===== src/rtl/tage_update_queue.sv =====
// tage_update_queue: buffers retired-branch TAGE update records and turns each
// record into a sequence of single-port table writes (provider, optional
// allocation, then one useful-decrement per remaining mask bit).
module tage_update_queue #(
  parameter int DEPTH = 4,
  parameter int IDXW  = 8,
  parameter int TAGW  = 8
) (
  input  logic            Clk,
  input  logic            Rest,
  input  logic            OutDateAble,
  input  logic [31:0]     OutUpDatePc,
  input  logic [2:0]      OutUpNum,
  input  logic [2:0]      OutUpDate,
  input  logic [2:0]      OutUpCnt,
  input  logic            NewDateAble,
  input  logic [2:0]      NewUpNum,
  input  logic [2:0]      NewUpDate,
  input  logic [2:0]      NewUpCnt,
  input  logic            NewCnt1Able,
  input  logic            NewCnt2Able,
  input  logic            NewCnt3Able,
  input  logic            NewCnt4Able,
  input  logic            NewCnt5Able,
  input  logic            NewCnt6Able,
  input  logic [2:0]      NewCnt1Date,
  input  logic [2:0]      NewCnt2Date,
  input  logic [2:0]      NewCnt3Date,
  input  logic [2:0]      NewCnt4Date,
  input  logic [2:0]      NewCnt5Date,
  input  logic [2:0]      NewCnt6Date,
  input  logic            TabWReady,
  output logic            TabWEn,
  output logic [2:0]      TabWSel,
  output logic [IDXW-1:0] TabWIdx,
  output logic [TAGW-1:0] TabWTag,
  output logic [2:0]      TabWCtr,
  output logic [2:0]      TabWUseful,
  output logic [2:0]      TabWMask,
  output logic            UpdFull,
  output logic            UpdBusy,
  output logic [7:0]      UpdDropCnt
);

  localparam int AW = $clog2(DEPTH);
  localparam logic [AW:0]   CNT_FULL = (AW+1)'(DEPTH);
  localparam logic [AW:0]   CNT_ONE  = (AW+1)'(1);
  localparam logic [AW-1:0] PTR_ONE  = AW'(1);

  // Only the index/tag slices of the PC are kept per record.
  typedef struct packed {
    logic [IDXW-1:0] idx;
    logic [TAGW-1:0] tag;
    logic [2:0]      pnum;
    logic [2:0]      pctr;
    logic [2:0]      puse;
    logic            aable;
    logic [2:0]      anum;
    logic [2:0]      actr;
    logic [2:0]      ause;
    logic [6:1]      dmask;
    logic [6:1][2:0] dval;
  } rec_t;

  typedef enum logic [1:0] {S_IDLE, S_PROV, S_ALLOC, S_DEC} state_t;

  rec_t            r_q [DEPTH];
  logic [AW-1:0]   r_head, r_tail;
  logic [AW:0]     r_count;
  logic [7:0]      r_drop;
  state_t          r_state;
  rec_t            r_wrec;

  logic            r_wen;
  logic [2:0]      r_wsel, r_wctr, r_wuse, r_wmask;
  logic [IDXW-1:0] r_widx;
  logic [TAGW-1:0] r_wtag;

  state_t          w_nstate;
  rec_t            w_nrec, w_inrec;
  logic            w_pop, w_done, w_enq;
  logic [6:1]      w_dable;
  logic [6:1][2:0] w_dval;
  logic            w_wen;
  logic [2:0]      w_wsel, w_wctr, w_wuse, w_wmask;
  logic [IDXW-1:0] w_widx;
  logic [TAGW-1:0] w_wtag;
  logic            w_unused_pc;

  assign w_unused_pc = ^{OutUpDatePc[31:IDXW+TAGW+2], OutUpDatePc[1:0]};

  assign w_dable = {NewCnt6Able, NewCnt5Able, NewCnt4Able,
                    NewCnt3Able, NewCnt2Able, NewCnt1Able};
  assign w_dval  = {NewCnt6Date, NewCnt5Date, NewCnt4Date,
                    NewCnt3Date, NewCnt2Date, NewCnt1Date};

  // Capture an incoming record; an allocation into Tk suppresses the Tk decrement.
  always_comb begin
    w_inrec       = '0;
    w_inrec.idx   = OutUpDatePc[IDXW+1:2];
    w_inrec.tag   = OutUpDatePc[IDXW+TAGW+1:IDXW+2];
    w_inrec.pnum  = OutUpNum;
    w_inrec.pctr  = OutUpDate;
    w_inrec.puse  = OutUpCnt;
    w_inrec.aable = NewDateAble;
    w_inrec.anum  = NewUpNum;
    w_inrec.actr  = NewUpDate;
    w_inrec.ause  = NewUpCnt;
    w_inrec.dval  = w_dval;
    for (int k = 1; k <= 6; k++)
      w_inrec.dmask[k] = w_dable[k] && !(NewDateAble && (NewUpNum == 3'(k)));
  end

  // Next-state logic: advance only on an accepted write; DONE refills from the queue.
  always_comb begin
    w_nstate = r_state;
    w_nrec   = r_wrec;
    w_pop    = 1'b0;
    w_done   = 1'b0;
    case (r_state)
      S_IDLE:  if (r_count != '0) w_pop = 1'b1;
      S_PROV:  if (TabWReady) begin
                 if (r_wrec.aable)            w_nstate = S_ALLOC;
                 else if (r_wrec.dmask != '0) w_nstate = S_DEC;
                 else                         w_done   = 1'b1;
               end
      S_ALLOC: if (TabWReady) begin
                 if (r_wrec.dmask != '0) w_nstate = S_DEC;
                 else                    w_done   = 1'b1;
               end
      S_DEC:   if (TabWReady) begin
                 w_nrec.dmask = r_wrec.dmask & (r_wrec.dmask - 6'd1);
                 if (w_nrec.dmask == '0) w_done = 1'b1;
               end
      default: w_nstate = S_IDLE;
    endcase
    if (w_done) begin
      if (r_count != '0) w_pop    = 1'b1;
      else               w_nstate = S_IDLE;
    end
    if (w_pop) begin
      w_nrec   = r_q[r_head];
      w_nstate = S_PROV;
    end
  end

  // Write port contents for the next cycle; identical inputs while stalled keep them stable.
  always_comb begin
    w_wen   = 1'b0;
    w_wsel  = 3'd0;
    w_wctr  = 3'd0;
    w_wuse  = 3'd0;
    w_wmask = 3'd0;
    w_widx  = '0;
    w_wtag  = '0;
    if (w_nstate != S_IDLE) begin
      w_wen  = 1'b1;
      w_widx = w_nrec.idx;
      w_wtag = w_nrec.tag;
    end
    case (w_nstate)
      S_PROV: begin
        w_wsel  = w_nrec.pnum;
        w_wctr  = w_nrec.pctr;
        w_wuse  = w_nrec.puse;
        w_wmask = (w_nrec.pnum == 3'd0) ? 3'b001 : 3'b011;
      end
      S_ALLOC: begin
        w_wsel  = w_nrec.anum;
        w_wctr  = w_nrec.actr;
        w_wuse  = w_nrec.ause;
        w_wmask = 3'b111;
      end
      S_DEC: begin
        // Descending scan so the lowest set bit is the one that sticks.
        for (int k = 6; k >= 1; k--) begin
          if (w_nrec.dmask[k]) begin
            w_wsel = 3'(k);
            w_wuse = w_nrec.dval[k];
          end
        end
        w_wmask = 3'b010;
      end
      default: ;
    endcase
  end

  // A full queue still takes a record in the cycle it pops.
  assign w_enq = OutDateAble && ((r_count != CNT_FULL) || w_pop);

  // Record storage; contents need no reset since count gates every read.
  always_ff @(posedge Clk) begin
    if (!Rest && w_enq) r_q[r_tail] <= w_inrec;
  end

  // Pointers, occupancy, drop counter, FSM and registered write port.
  always_ff @(posedge Clk) begin
    if (Rest) begin
      r_head  <= '0;
      r_tail  <= '0;
      r_count <= '0;
      r_drop  <= '0;
      r_state <= S_IDLE;
      r_wrec  <= '0;
      r_wen   <= 1'b0;
      r_wsel  <= '0;
      r_widx  <= '0;
      r_wtag  <= '0;
      r_wctr  <= '0;
      r_wuse  <= '0;
      r_wmask <= '0;
    end else begin
      if (w_enq) r_tail <= r_tail + PTR_ONE;
      if (w_pop) r_head <= r_head + PTR_ONE;
      case ({w_enq, w_pop})
        2'b10:   r_count <= r_count + CNT_ONE;
        2'b01:   r_count <= r_count - CNT_ONE;
        default: ;
      endcase
      if (OutDateAble && !w_enq && (r_drop != 8'hFF)) r_drop <= r_drop + 8'd1;
      r_state <= w_nstate;
      r_wrec  <= w_nrec;
      r_wen   <= w_wen;
      r_wsel  <= w_wsel;
      r_widx  <= w_widx;
      r_wtag  <= w_wtag;
      r_wctr  <= w_wctr;
      r_wuse  <= w_wuse;
      r_wmask <= w_wmask;
    end
  end

  assign TabWEn     = r_wen;
  assign TabWSel    = r_wsel;
  assign TabWIdx    = r_widx;
  assign TabWTag    = r_wtag;
  assign TabWCtr    = r_wctr;
  assign TabWUseful = r_wuse;
  assign TabWMask   = r_wmask;
  assign UpdFull    = (r_count == CNT_FULL);
  assign UpdBusy    = (r_count != '0) || (r_state != S_IDLE);
  assign UpdDropCnt = r_drop;

endmodule


===== config.mk =====
export PLATFORM = sky130hd
export DESIGN_NAME = tage_update_queue
export DESIGN_NICKNAME = d
export VERILOG_FILES = /design/src/rtl/tage_update_queue.sv
export SDC_FILE = /design/constraint.sdc
export NUM_CORES = 1
export LEC_CHECK = 0
export CORE_MARGIN = 5
export CORE_UTILIZATION = 45
export DETAILED_ROUTE_END_ITERATION = 10
export GPL_TIMING_DRIVEN = 0
export PLACE_DENSITY = 0.77
export SETUP_SLACK_MARGIN = 0.3
export SYNTH_ARGS = -nofsm -noshare
export SYNTH_HDL_FRONTEND = slang
export SYNTH_SLANG_ARGS = --single-unit

===== constraint.sdc =====
create_clock -name Clk -period 5.7 [get_ports Clk]
set_input_delay 0.57 -clock Clk [delete_from_list [all_inputs] [get_ports Clk]]
set_output_delay 0.57 -clock Clk [all_outputs]
set_load 0.01 [all_outputs]

Yosys cells after proc, flatten, opt, wreduce, memory -nomap -nowiden --
Memory sizes are Yosys's and may differ from the RTL's. A register that Yosys moved wholly into a read port is not among the register bits. Index checks and enable logic that the tools add are counted.
Storage, ports and cells: flip-flop bits (word level) 105, bits in writable memories 236, output and inout port bits 39, memories 1
Memories:
- r_q | depth 4, width 59, rd ports 1, clocked after memory_dff 1, write ports 1, RTL line 67 | rec_t r_q [DEPTH];
Operators by class: add/sub/neg operators 6, equal/unequal tests 17, mux-type cells 45, bitwise logic cells 2, reductions and logical operators 35
Operators with widths (number):
- 2-to-1 mux 59 bit | 1
- 2-to-1 mux 3 bit | 12
- one-hot mux 3 bit (3 select lines) | 3
- 2-to-1 mux 2 bit | 10
- logical AND 1 bit | 16
- 2-to-1 mux 1 bit | 13
- == test 3 bit, second input constant | 4
- 2-to-1 mux 6 bit | 2
- one-hot mux 3 bit (2 select lines) | 2
- == test 2 bit, second input constant | 5
- adder 8 x 1 -> 8 bit, second input constant | 1
- logical NOT 1 bit | 8
- != test 8 bit, second input constant | 1
- bitwise AND 6 bit | 1
- == test 2 x 1 -> 1 bit, second input constant | 3
- == test 3 x 2 -> 1 bit, second input constant | 2
- logical NOT 6 bit | 1
- nonzero test 2 bit | 3
- nonzero test 6 bit | 1
- subtractor 6 x 1 -> 6 bit, second input constant | 1
- adder 2 x 1 -> 2 bit, second input constant | 2
- one-hot mux 2 bit (2 select lines) | 1
- adder 3 x 1 -> 3 bit, second input constant | 1
- == test 3 x 1 -> 1 bit, second input constant | 1
- other kinds (9) | 10

Depth between registers and ports, before layout --
Gate-level depths: netlist of the first run.
word-level depth 15, depth in mapped cells 13, depth with buffers taken out 12

Least setup slack after synthesis of the first run --
Ideal clock, no wire load.
kind register to register, from reg r_state[1], to mem r_q[0][0] (netlist name), enable pin, library setup time 0.423 ns, arrival time 3.105 ns, slack 2.172 ns, stages on the path, launching flop included 9, path buffers 0, period minus slack after synthesis 3.528 ns, cell sequence dfxtp_1 > ha_1 > nor3b_1 > nor3b_1 > a211oi_1 > o211ai_1 > nand2_1 > nor2_1 > and2_1
On the way: word-level cells in the longest chain between the ends 9, elaborated cells on any way between the ends 13, classes of those cells eq/ne (3); mux (6); reduce/logical (4)
RTL lines:
- start: declaration | RTL line 71 | state_t r_state;
- start signal: assignment | RTL line 221 | r_state <= w_nstate;
- logical NOT 2 bit | RTL line 120 | case (r_state)
- 2-to-1 mux 1 bit | RTL line 120
- 2-to-1 mux 1 bit | RTL line 138 | if (r_count != '0) w_pop = 1'b1;
- 2-to-1 mux 1 bit * | RTL line 137 | if (w_done) begin
- logical OR 1 bit * | RTL line 189 | assign w_enq = OutDateAble && ((r_count != CNT_FULL) || w_pop);
- logical AND 1 bit * | RTL line 189
- logical AND 1 bit * | RTL line 193 | if (!Rest && w_enq) r_q[r_tail] <= w_inrec;
- 2-to-1 mux 1 bit * | RTL line 193
- 2-to-1 mux 1 bit (implied by the code) * | RTL line 193
- end: declaration | RTL line 67
Every way passes the cells marked *; elsewhere a longest branch is shown, timed or not.

Final worst setup path of the first run --
from reg r_state[1], to reg r_wuse[1] (netlist: TabWUseful[1])
On the way: word-level cells in the longest chain between the ends 12, elaborated cells on any way between the ends 28, classes of those cells eq/ne (6); mux (21); reduce/logical (1)
RTL lines:
- logical NOT 2 bit | RTL line 120
- 2-to-1 mux 1 bit | RTL line 120
- 2-to-1 mux 1 bit | RTL line 138
- 2-to-1 mux 1 bit | RTL line 137
- 2-to-1 mux 59 bit | RTL line 141 | if (w_pop) begin
- 2-to-1 mux 3 bit (6 in a row) | RTL line 177 | if (w_nrec.dmask[k]) begin
- one-hot mux 3 bit (3 select lines) * | RTL line 161 | case (w_nstate)
- end signal: assignment | RTL line 228 | r_wuse <= w_wuse;
- end: declaration | RTL line 75 | logic [2:0] r_wsel, r_wctr, r_wuse, r_wmask;
Marked as above. A chain may end at the register's enable or synchronous reset.

==> out/metrics.yaml, run 1 <==
run_status: "complete, no violations"
antenna_diode_instance_count: 0
ir_worst_vdd_v: 0.000328
synth_top_area_share_pct: 53.3
drc: 0
worst-endpoint-required_ns: 6.14
met1Wirelength_mm: 11.7
slew_at_the_pin_with_the_worst_max_slew_slack_ns: 0.738
ant_nets: 0
cap_viol_max_count: 0
critPathArrivalTime_ns: 4.07
clkSlewWorstSetupHoldPaths_ns: 0.06
global_route.overflow_total: 0
grt_max_degree: 56
syn_nets: 966
drt-pass1-iter-count: 5
detailroute.wirelength.met2_mm: 13.9
h_tree_levels: 2
synth_cells: 870
cts_tree: "done"
sequentialPowerShare_pct: 39.3
wl_met3_mm: 2.06
vias: 7835
die-width_microns: 182
finalWorstPathRequiredPeriod_ns: 3.64
final_area_sq_mm: 0.0160
drt_iter0_markers: 566
timing.setup.tns_ns: 0
standard_cell_rows: 63
maximum_fanout_along_the_worst_path: 10
post_synth_main_area_contributors: "edfxtp_1, dfxtp_1, mux4_2"
complex_gate_fraction_of_the_synthesized_area_pct: 5.50
gp_routability_congestion: 0.929
numCtsBuffers: 35
numPortBuffers: 101
finalSetupViolations: 0
synthesis.area_sq_mm: 0.0133
switching_power_as_a_share_of_total_power_pct: 32.5
insertion_delay_ns: 0.51
top_cell_types_by_occurrence_after_synthesis: "edfxtp_1, dfxtp_1, nand2_1"
detailed_place_hpwl_mm: 18.7
postRouteWirelength_mm: 28.4
ctsLongestPathBuffers: 3
intPower_mw: 5.39
yosys.area.top_type: "edfxtp_1"
topRoutingLayerUsed: "met4"
post_drt_via_cell_ratio: 5.48
core_region_area_sq_mm: 0.0294
synth.mux.area_fraction_pct: 11.9
crit_type: "register to register"
rsz_0062_raised_after_global_routing: "no"
yosys.cell_types.count: 56
floorplan.io_pins: 118
post_synthesis_share_of_cell_area_spent_on_and_or_nand_and_nor_gates_pct: 8.47
synthAdderAreaFrac_pct: 1.73
synth_top_family_by_area: "multiplexers"
design.die.area_sq_mm: 0.0331
first_global_vias: 8016
hold_viol: 0
post_cts.resized_instances: 0
post_synth_xor_area_fraction_pct: 0.659
grt_antenna_before_repair: 0
max_slew_headroom_at_the_worst_pin_pct: 50.4
power_spent_charging_and_discharging_nets_mw: 2.59
synth_edf_count: 236
cts-root-buf: "clkbuf_16"
cts.hold.buffers_added: 0
pwr-share-comb_pct: 33.4
dominantRegCellSynth: "edfxtp_1"
max_freq_mhz: 275
worstSetupEndpointType: "register"
area_growth_syn_to_layout_pct: 20.5
wl_per_cell_microns: 19.9
synth_warnings: 0
hp-class: "register to register"
design.final.nets: 1108
ys_async_sr_fraction_pct: 0
finalMaxSlewViolations: 0
postSynthRegisterBits: 343
chipHeight_microns: 182
syn_area_per_cell_sq_um: 15.3
clock_sinks: 343
first_pass_grt_wire_length_mm: 44.1
placement.cell_area_sq_mm: 0.0149
power_leakage_nw: 5.40
power.density_mw_per_mm2: 499
global_route.usage.total_pct: 17.0
critPathLaunchType: "register"
layout_worst_path_cycle_share_pct: 63.8
share_of_layout_cells_above_drive_strength_1_pct: 14.3
finalClockSkew_ns: 0.0145
p_clk_share_pct: 27.2
cts.repair_timing.setup_buffer_count: 0
seq_area_frac_synth_pct: 69.5
initial_core_util_pct: 45.2
yosysMostFrequentCell: "edfxtp_1"
[path summary, 6_finish.rpt]
kind	start	endpoint	slack [ns]	depth (start not counted)
worst max register to register	r_state[1]	TabWUseful[1]	2.06	13
worst max-delay path	r_state[1]	TabWUseful[1]	2.06	13
worst min-delay path	r_wrec[7]	r_wrec[7]	0.46	2
worst min register to register	r_wrec[7]	r_wrec[7]	0.46	2
[through the flow]
stage               worst slack, ns  hold WS [ns]  std cells  power, mW  util (%)
finish                         2.06         0.459       1429       7.98      54.4
CTS                            2.10         0.457       1429       8.02      54.4
global route                   1.72         0.472       1429       8.41      54.4
detailed placement             2.15         0.448       1365       5.83      50.7
global placement              0.711         0.441       1361       5.77      50.3
floorplan                      2.17         0.433        870       4.97         -
[flip-flops by register name (all words and copies together), names as in the netlist, named ones only]
name and flops:
TabWCtr 3, TabWEn 1, TabWIdx 8, TabWMask 3
TabWSel 3, TabWTag 8, TabWUseful 3, UpdDropCnt 8
r_count 3, r_head 2, r_q 236, r_state 2
r_tail 2, r_wrec 59
[worst max-delay path: stages (launching register included)]
cell and delay (ns):
dfxtp_1 0.42, ha_1 0.31, nor3b_1 0.28, nor3b_1 0.36, a2111o_1 0.19, o211a_2 0.21, buf_4 0.22, buf_4 0.22
nor2_1 0.12, ha_1 0.23, nor2_1 0.34, nand2_1 0.20, o22ai_1 0.26, a41o_1 0.18
[logic make-up after synthesis]
logic type / Yosys count
AND/OR/NAND/NOR: 243
adder cells (fa/ha/maj): 18
flip-flops: 343
multiplexers: 85
AO/OA/AOI/OAI: 111
buffers and inverters: 60
XOR/XNOR: 10
[layout by cell type (no fill, tap or decap), types with 8 or more instances in the layout]
cell type	Yosys	final
a21oi_1	51	51
mux4_2	58	58
nor2b_1	22	22
mux2i_1	21	21
a31oi_1	8	8
edfxtp_1	236	236
clkbuf_16	0	36
nand3_1	13	13
dfxtp_1	107	107
clkdlybuf4s50_1	0	101
buf_4	9	9
nor2_1	53	53
nor3_1	13	13
inv_1	17	17
ha_1	16	16
and3_1	8	8
nand2_1	99	99
buf_2	10	10
clkbuf_1	18	26
[per-layer routing]
layer	global-route usage, %	vias up
li1	-	3574
met1	22.2	3915
met2	28.5	281
met3	4.09	65
met4	4.56	0
met5	0	-
[power groups by stage]
| stage | registers, mW | logic (mW) | clock network (mW) |
|---|---|---|---|
| 2_1_floorplan | 3.20 | 1.77 | 0 |
| 3_5_place_dp | 3.19 | 2.64 | 0 |
| 4_1_cts | 3.14 | 2.66 | 2.22 |
| 6_report | 3.14 | 2.67 | 2.17 |
| 5_1_grt | 3.17 | 2.91 | 2.32 |
| 3_3_place_gp | 3.18 | 2.59 | 0 |
[layout make-up]
type                            instances  area (sq um)
Timing Repair Buffer                  105          1120
Tap cell                              390           488
Clock inverter                         19           154
Sequential cell                       343          9230
Multi-Input combinational cell        467          3770
Fill cell                            2267         13400
Clock buffer                           45           945
Buffer                                 43           238
Inverter                               17          63.8
Note: power is estimated with default switching activity, not from simulation.
==> inputs of run 2 (changes only) <==
Settings changed: PLACE_DENSITY 0.77 to 0.79.
Clock period 5.7 ns to 3.2 ns, I/O delays scaled along.
==> run 2 against run 1 <==
Clock power increased by 97%. Largest power group unchanged. Register-to-register slack got worse by 1.8 ns. Worst hold slack got worse by 0.024 ns. Flip-flop and latch count unchanged. Highest routed layer unchanged. Total power increased by 93%. Wire length increased by 4.2%. Non-clock buffer count increased by 17.
==> out/metrics.yaml, run 2 (synthesis results as in run 1) <==
rsz_0062_raised_after_global_routing: "yes"
placement.cell_area_sq_mm: 0.0149
registers.top_by_ff_count: "r_q"
first_pass_grt_wire_length_mm: 44.8
worstSetupEndpointType: "register"
final_area_sq_mm: 0.0165
max_freq_mhz: 338
numCtsBuffers: 36
hold_viol: 0
clock_sinks: 343
global_route.overflow_total: 0
finalWorstPathRequiredPeriod_ns: 2.96
layout_worst_path_cycle_share_pct: 92.5
numPortBuffers: 101
h_tree_levels: 2
core_region_area_sq_mm: 0.0294
initial_core_util_pct: 45.2
antenna_diode_instance_count: 0
biggestRegsByFlops: "r_q x236, r_wrec x59"
critPathArrivalTime_ns: 3.35
drc: 0
detailed_place_hpwl_mm: 18.7
first_global_vias: 7977
post_drt_via_cell_ratio: 5.43
floorplan.io_pins: 118
chipHeight_microns: 182
grt_antenna_before_repair: 0
insertion_delay_ns: 0.52
leading_cell_type_in_the_layout_fill_and_taps_excluded: "edfxtp_1"
layout_common_cells: "edfxtp_1, dfxtp_1, clkdlybuf4s50_1"
grt_max_degree: 59
slew_at_the_pin_with_the_worst_max_slew_slack_ns: 0.814
cts-root-buf: "clkbuf_16"
finalClockSkew_ns: 0.0136
run_status: "complete, no violations"
power_leakage_nw: 5.63
design.die.area_sq_mm: 0.0331
design.final.nets: 1127
ant_nets: 0
cts.hold.buffers_added: 0
post_layout_nonfiller_instances: 1449
critPathLaunchType: "register"
finalSetupViolations: 0
max_slew_headroom_at_the_worst_pin_pct: 45.3
crit_type: "register to register"
area_growth_syn_to_layout_pct: 24.5
clkSlewWorstSetupHoldPaths_ns: 0.06
numPlacedInstances: 1365
num-fill-cells: 2194
cts_tree: "done"
post-route-util_pct: 56.3
final.setup.worst_slack_ns: 0.239
postRouteWirelength_mm: 29.6
worst-endpoint-required_ns: 3.59
wl_per_cell_microns: 20.4
max_stage_delay_ns: 0.45
cap_viol_max_count: 0
share_of_layout_cells_above_drive_strength_1_pct: 19.9
standard_cell_rows: 63
maximum_fanout_along_the_worst_path: 7
post-layout-total-power_mw: 15.4
global_route.usage.total_pct: 17.4
critPathBufInv: 3
largest_register_ff_count: 236
drt_iter0_markers: 661
dp_slack_ns: -0.380
finalMaxSlewViolations: 0
ctsLongestPathBuffers: 3
vias: 7872
drt-pass1-iter-count: 5
cp_cell_sequence: "ha_4 -> nor3b_2 -> a211o_1 -> a2111o_1 -> o211a_4 -> buf_12 -> buf_12 -> nor2_4 -> buf_6 -> ha_4 -> nor2_4 -> nand2_4 -> o22ai_4 -> a41o_1"
crit_slowest_cell: "a2111o_1"
hp-class: "primary input to register"
cp_top_family: "compound AO/OA/AOI/OAI gates"
gp_routability_congestion: 0.906
die-width_microns: 182
power.density_mw_per_mm2: 932
ir_worst_vdd_v: 0.000581
## run 2: final timing paths
path	cells after the start	slack, ns	startpoint	endpoint
max	14	0.24	r_state[1]	TabWUseful[1]
min	1	0.44	OutUpNum[1]	r_q[1][41]
max reg2reg	14	0.24	r_state[1]	TabWUseful[1]
min reg2reg	2	0.45	r_wrec[50]	r_wrec[50]
## run 2: timing repair
action,CTS,global route
setup buffers,3,13
pin swaps,2,12
resized for setup,33,28
endpoints found under the setup margin,245,214
gates cloned,1,1
## run 2: through the flow
| step | TNS (ns) | hold slack, ns |
|---|---|---|
| 6_report | 0 | 0.436 |
| 5_1_grt | 0 | 0.422 |
| 4_1_cts | 0 | 0.422 |
| 3_5_place_dp | -4.14 | 0.445 |
| 3_3_place_gp | -126.96 | 0.440 |
| 2_1_floorplan | 0 | 0.419 |
## run 2: metal layers
layer | global-route usage (%) | vias to the layer above | part of all wire, %
met3 | 4.43 | 61 | 7.4
met2 | 27.9 | 307 | 48
met1 | 23.0 | 3876 | 42
met4 | 6.27 | 0 | 2.8
met5 | 0 | - | 0
li1 | - | 3628 | -
## run 2: cell type report
class | instances | area, sq um | area share, %
Tap cell | 390 | 488 | 2.95
Timing Repair Buffer | 122 | 1270 | 7.67
Inverter | 17 | 66.3 | 0.401
Clock buffer | 48 | 1050 | 6.34
Clock inverter | 18 | 198 | 1.19
Buffer | 43 | 278 | 1.68
Multi-Input combinational cell | 468 | 3970 | 24.0
Sequential cell | 343 | 9240 | 55.8
## run 2: where the power goes
| group | leakage, nW | switching [mW] | internal, mW | total, mW |
|---|---|---|---|---|
| registers | 3.02 | 0.239 | 5.37 | 5.61 |
| logic | 2.00 | 3.11 | 2.43 | 5.54 |
| clock network | 0.607 | 1.69 | 2.57 | 4.27 |
| total | 5.63 | 5.04 | 10.4 | 15.4 |
